File: config.mk
export PLATFORM = sky130hd
export DESIGN_NAME = quad_bus_arbiter
export DESIGN_NICKNAME = d
export VERILOG_FILES = /design/src/rtl/nibbler_bus_pkg.sv /design/src/rtl/rr_pick.sv /design/src/rtl/quad_bus_arbiter.sv
export SDC_FILE = /design/constraint.sdc
export NUM_CORES = 1
export LEC_CHECK = 0
export ABC_AREA = 1
export CORE_ASPECT_RATIO = 0.75
export CORE_MARGIN = 1.5
export CORE_UTILIZATION = 52
export DETAILED_ROUTE_END_ITERATION = 10
export PLACE_DENSITY = 0.81
export SLEW_MARGIN = 40
export SYNTH_ARGS = -nofsm -noshare
export SYNTH_HDL_FRONTEND = slang
export SYNTH_SLANG_ARGS = --single-unit
export TNS_END_PERCENT = 50
File: constraint.sdc
create_clock -name clk -period 1.65 [get_ports clk]
set_input_delay 0.33 -clock clk [delete_from_list [all_inputs] [get_ports clk]]
set_output_delay 0.33 -clock clk [all_outputs]
set_load 0.01 [all_outputs]
File: src/rtl/nibbler_bus_pkg.sv
// Shared definitions for the nibble-bus arbitration slice.
//   state_t        : arbiter FSM encoding (IDLE, OWNED, TURN)
//   DEF_N_REQ      : default requester count
//   onehot_to_idx  : converts a one-hot vector (up to 8 bits) to an index
package nibbler_bus_pkg;

    localparam int DEF_N_REQ = 4;

    typedef enum logic [1:0] {
        IDLE  = 2'd0,
        OWNED = 2'd1,
        TURN  = 2'd2
    } state_t;

    // Returns the index of the highest set bit; 0 for an all-zero vector.
    function automatic logic [2:0] onehot_to_idx(input logic [7:0] oneHot);
        logic [2:0] idx;
        idx = '0;
        for (int unsigned i = 0; i < 8; i++) begin
            if (oneHot[i]) begin
                idx = 3'(i);
            end
        end
        return idx;
    endfunction

endpackage

File: src/rtl/rr_pick.sv
// Combinational round-robin picker.
//   req     : request vector
//   lastIdx : index of the previous winner; search starts at lastIdx+1
//   valid   : high when any request bit is set
//   winner  : first requesting index at or after lastIdx+1, wrapping
module rr_pick
    import nibbler_bus_pkg::*;
#(
    parameter int N_REQ = DEF_N_REQ,
    localparam int IDX_W = $clog2(N_REQ)
) (
    input  logic [N_REQ-1:0] req,
    input  logic [IDX_W-1:0] lastIdx,
    output logic             valid,
    output logic [IDX_W-1:0] winner
);

    localparam int unsigned N_U = N_REQ;

    int unsigned       cand;
    logic [IDX_W-1:0]  candIdx;

    // Offsets 1..N_REQ visit every index once, ending on lastIdx itself,
    // so the previous winner is still eligible but has lowest priority.
    always_comb begin
        valid   = 1'b0;
        winner  = lastIdx;
        cand    = '0;
        candIdx = '0;
        for (int unsigned off = 1; off <= N_U; off++) begin
            cand    = (32'(lastIdx) + off) % N_U;
            candIdx = IDX_W'(cand);
            if (!valid && req[candIdx]) begin
                valid  = 1'b1;
                winner = candIdx;
            end
        end
    end

endmodule

File: src/rtl/quad_bus_arbiter.sv
// Round-robin owner sequencer for a shared 4-bit tristate data bus.
//   clk      : system clock, rising edge
//   reset    : synchronous, active-high
//   req      : level-sensitive per-requester bus requests
//   grant    : registered one-hot ownership
//   oe_n     : registered active-low tristate enables (always ~grant)
//   owner_id : index of the current or most recent owner
//   bus_busy : high while any grant bit is set
// Every owner change passes through a one-cycle all-released TURN state so
// two tristate drivers never overlap on the bus.
module quad_bus_arbiter
    import nibbler_bus_pkg::*;
#(
    parameter int N_REQ    = DEF_N_REQ,
    parameter int MAX_HOLD = 8,
    localparam int IDX_W   = $clog2(N_REQ)
) (
    input  logic             clk,
    input  logic             reset,
    input  logic [N_REQ-1:0] req,
    output logic [N_REQ-1:0] grant,
    output logic [N_REQ-1:0] oe_n,
    output logic [IDX_W-1:0] owner_id,
    output logic             bus_busy
);

    localparam int HOLD_W = (MAX_HOLD < 1) ? 1 : $clog2(MAX_HOLD + 1);
    localparam logic [HOLD_W-1:0] HOLD_SAT  = HOLD_W'(MAX_HOLD);
    localparam logic [HOLD_W-1:0] HOLD_LAST = (MAX_HOLD > 0) ? HOLD_W'(MAX_HOLD - 1) : '0;

    state_t            state;
    logic [HOLD_W-1:0] holdCnt;

    logic              pickValid;
    logic [IDX_W-1:0]  pickIdx;
    logic [N_REQ-1:0]  pickOneHot;
    logic              othersWaiting;
    logic              preempt;

    rr_pick #(.N_REQ(N_REQ)) picker (
        .req     (req),
        .lastIdx (owner_id),
        .valid   (pickValid),
        .winner  (pickIdx)
    );

    assign pickOneHot    = N_REQ'(1) << pickIdx;
    assign othersWaiting = |(req & ~grant);
    // A lone owner saturates holdCnt at MAX_HOLD, so ">=" lets a late
    // challenger preempt it on the very next edge.
    assign preempt       = (MAX_HOLD != 0) && (holdCnt >= HOLD_LAST) && othersWaiting;
    assign bus_busy      = |grant;

    always_ff @(posedge clk) begin
        if (reset) begin
            state    <= IDLE;
            grant    <= '0;
            oe_n     <= '1;
            owner_id <= IDX_W'(N_REQ - 1);
            holdCnt  <= '0;
        end else begin
            unique case (state)
                IDLE, TURN: begin
                    if (pickValid) begin
                        grant    <= pickOneHot;
                        oe_n     <= ~pickOneHot;
                        owner_id <= pickIdx;
                        holdCnt  <= '0;
                        state    <= OWNED;
                    end else begin
                        state    <= IDLE;
                    end
                end
                OWNED: begin
                    if (!req[owner_id] || preempt) begin
                        grant <= '0;
                        oe_n  <= '1;
                        state <= TURN;
                    end else if (holdCnt != HOLD_SAT) begin
                        holdCnt <= holdCnt + 1'b1;
                    end
                end
                default: begin
                    grant <= '0;
                    oe_n  <= '1;
                    state <= IDLE;
                end
            endcase
        end
    end

endmodule

==> results.cfg <==
[logic_synthesis]
synth_ff_type = dfxtp_1
yosysWarningCount = 0
yosysTopAreaCellShare_pct = 29.7
avgSynthCellArea_um2 = 6.31
synth-edff-count = 0
syn_area_um2 = 1080
synth_area_leaders = dfxtp_1 (30%), nand2_1 (21%), nand3_1 (11%), a21oi_1 (5.1%), inv_1 (4.5%)
synth_top_area_cell = dfxtp_1
synthCells = 171
syn-num-nets = 179
async_flop_share_pct = 0
synth-seq-area-share_pct = 29.7
synth_cell_types = 27
ys_ff_latch = 16

[worst_setup_path]
endpoint_kind = register
regToRegSetupSlack_ns = -0.05
reg2reg_depth = 14
timing.rr.start = owner_id[0]
arrival_ns = 1.88
critPathLaunchType = register
crit_path_max_fanout = 6
r2r_end = oe_n[0]
required_ns = 1.83
critical_path_class = reg -> reg

[clock_tree]
cts_max_level = 1
clock_latency_ns = 0.29
clk_pin_slew_ns = 0.09
root_buffer = clkbuf_4
clockBufferDepth = 2
cts_tree = yes
numCtsBuffers = 3
cts.sink_count = 16

[placement]
place_area_um2 = 1350
dpl.hpwl_mm = 2.17
port_buffers = 16
pre_cts_slack_ns = -0.347
gp_congestion = 0.844

[cells_and_area]
drive_gt1_share_pct = 40.0
fin_nets = 220
area_growth_syn_to_layout_pct = 52.1
n_fill_cell = 107
final_util_pct = 83.0
postLayoutCellArea_um2 = 1640
diodes = 0

[run_status]
status = complete, but fails checks
violations = negative setup slack

[hold_path]
min_from = oe_n[1]
hold_end = oe_n[1]
min_path_cells = 2
hold_path_class = reg -> reg

[floorplanning]
ios = 17
rows = 14
coreArea_um2 = 1980
dieArea_um2 = 2360
die_w_um = 55.6
start_util_pct = 54.6
die_h_um = 42.5

[pwr]
power_density_nw_per_um2 = 2260
peakVddDrop_uv = 1710
p_leak_nw = 0.807

[route]
routedWlPerCell_um = 16.6
first_pass_iters = 7
via_per_inst = 6.16
drt_iter0_drc = 110
drtAntennaViolNets = 0
drc = 0
vias = 1441
wl_mm = 3.88

[timing]
hold_viol = 0
fin_skew_ns = 0.00168
period_needed_ns = 1.70
tightest_slew_ns = 0.289
maxSlewViolCount = 0
fin_ws_ns = -0.0462
rsz0062_at_grt = yes
finalCritPeriodShare_pct = 103
fmaxAchievable_mhz = 590
setup_viol = 9
slew_headroom_pct = 80.7

[global_route]
grt_pass1_wl_mm = 4.99
grt_usage_pct = 27.0
grt_max_degree = 10
grt_pass1_vias = 1107
gr-total-overflow = 0
antenna_found_initial = 0

[run]
drv_cap = 0
## synth_stat cells (all sizes together) (2+ instances only)
cell,count
nor2,10
o21ai,7
o21bai,2
inv,19
nand2,69
nand3,24
ha,2
buf,3
dfxtp,16
a21oi,11
## area by class of cell
type | instances | area (um^2) | area share [%]
Clock buffer | 3 | 22.5 | 1.37
Inverter | 19 | 81.3 | 4.95
Multi-Input combinational cell | 132 | 828 | 50.4
Sequential cell | 16 | 329 | 20.0
Tap cell | 24 | 30.0 | 1.83
Timing Repair Buffer | 40 | 352 | 21.4
## how the worst max path moves through the flow
stage | slack [ns] | to | cells after the start | start
6_report | -0.05 | oe_n[0] | 14 | owner_id[0]
5_1_grt | -0.15 | owner_id[1] | 11 | owner_id[0]
4_1_cts | 0.003 | oe_n[3] | 13 | owner_id[0]
3_5_place_dp | -0.35 | oe_n[1] | 13 | req[3]
3_3_place_gp | -0.33 | oe_n[1] | 14 | req[2]
2_1_floorplan | 0.07 | holdCnt[1] | 12 | owner_id[1]
## registers in the layout (all words and copies together) (netlist names)
register and flops:
grant 4, holdCnt 4, owner_id 2, oe_n 4
state 2
## cells in the final DEF, fill, tap and decap left out, types with 2 or more instances in the layout
| master | synthesis | final |
|---|---|---|
| nor2_2 | 2 | 3 |
| clkdlybuf4s50_1 | 0 | 7 |
| dlymetal6s2s_1 | 0 | 3 |
| nand2_2 | 7 | 17 |
| nor2_1 | 7 | 3 |
| nand2_4 | 3 | 13 |
| nand3_1 | 23 | 20 |
| dlygate4sd2_1 | 0 | 5 |
| buf_6 | 1 | 2 |
| inv_4 | 0 | 2 |
| inv_1 | 13 | 12 |
| nor2_4 | 0 | 3 |
| clkbuf_4 | 0 | 3 |
| o21ai_0 | 2 | 2 |
| nand3_2 | 1 | 4 |
| inv_2 | 6 | 4 |
| ha_1 | 2 | 2 |
| o21bai_1 | 2 | 2 |
| o21ai_2 | 0 | 2 |
| a21oi_1 | 11 | 10 |
| nand2_1 | 59 | 38 |
| buf_4 | 1 | 21 |
| dfxtp_4 | 0 | 2 |
| dfxtp_1 | 16 | 13 |
| o21ai_1 | 5 | 3 |
## report_power, final
part | internal, mW | total, mW | switching [mW]
sequential | 0.541 | 0.680 | 0.139
combinational | 1.15 | 2.83 | 1.68
clock | 0.0849 | 0.204 | 0.119
## through the flow
step	TNS (ns)	power (mW)	hold slack [ns]	cells
6_report	-0.269	3.71	0.487	234
4_1_cts	0	3.00	0.481	228
2_1_floorplan	0	1.97	0.480	171
3_3_place_gp	-3.74	2.62	0.452	221
3_5_place_dp	-4.34	2.66	0.457	221
5_1_grt	-1.42	3.91	0.505	234
## cell families (layout without fill, tap and decap cells)
family | Yosys count | in the layout | share of synthesized area [%]
adder cells (fa/ha/maj) | 2 | 2 | 2.32
AND/OR/NAND/NOR | 107 | 107 | 47.0
AO/OA/AOI/OAI | 22 | 22 | 11.0
flip-flops | 16 | 16 | 29.7
XOR/XNOR | 1 | 1 | 0.811
buffers and inverters | 23 | 62 | 9.15
## critical path: stages (launching register included)
cell     delay [ns]
dfxtp_4        0.40
buf_8          0.15
nand2_2        0.06
nand2_2        0.08
inv_1          0.04
nand2_1        0.06
nand2_2        0.08
inv_2          0.10
nand2_4        0.08
inv_2          0.08
nand2_1        0.07
nand2_1        0.10
nand3_1        0.14
o21ai_2        0.08
nand2_1        0.06
## per-layer routing
| metal | routed length, um | track usage, % | up-vias |
|---|---|---|---|
| met5 | 0 | 0 | - |
| met4 | 137 | 4.88 | 0 |
| met3 | 345 | 6.79 | 25 |
| met2 | 1820 | 44.8 | 105 |
| met1 | 1570 | 36.1 | 675 |
| li1 | - | - | 636 |
## repair_timing
action	CTS	global route
gates resized for setup	19	53
buffers inserted	4	6
pin swaps	5	20
endpoints found under the setup margin	15	17
gates cloned	0	0
hold buffers	0	0
(Power assumes the default switching activity.)
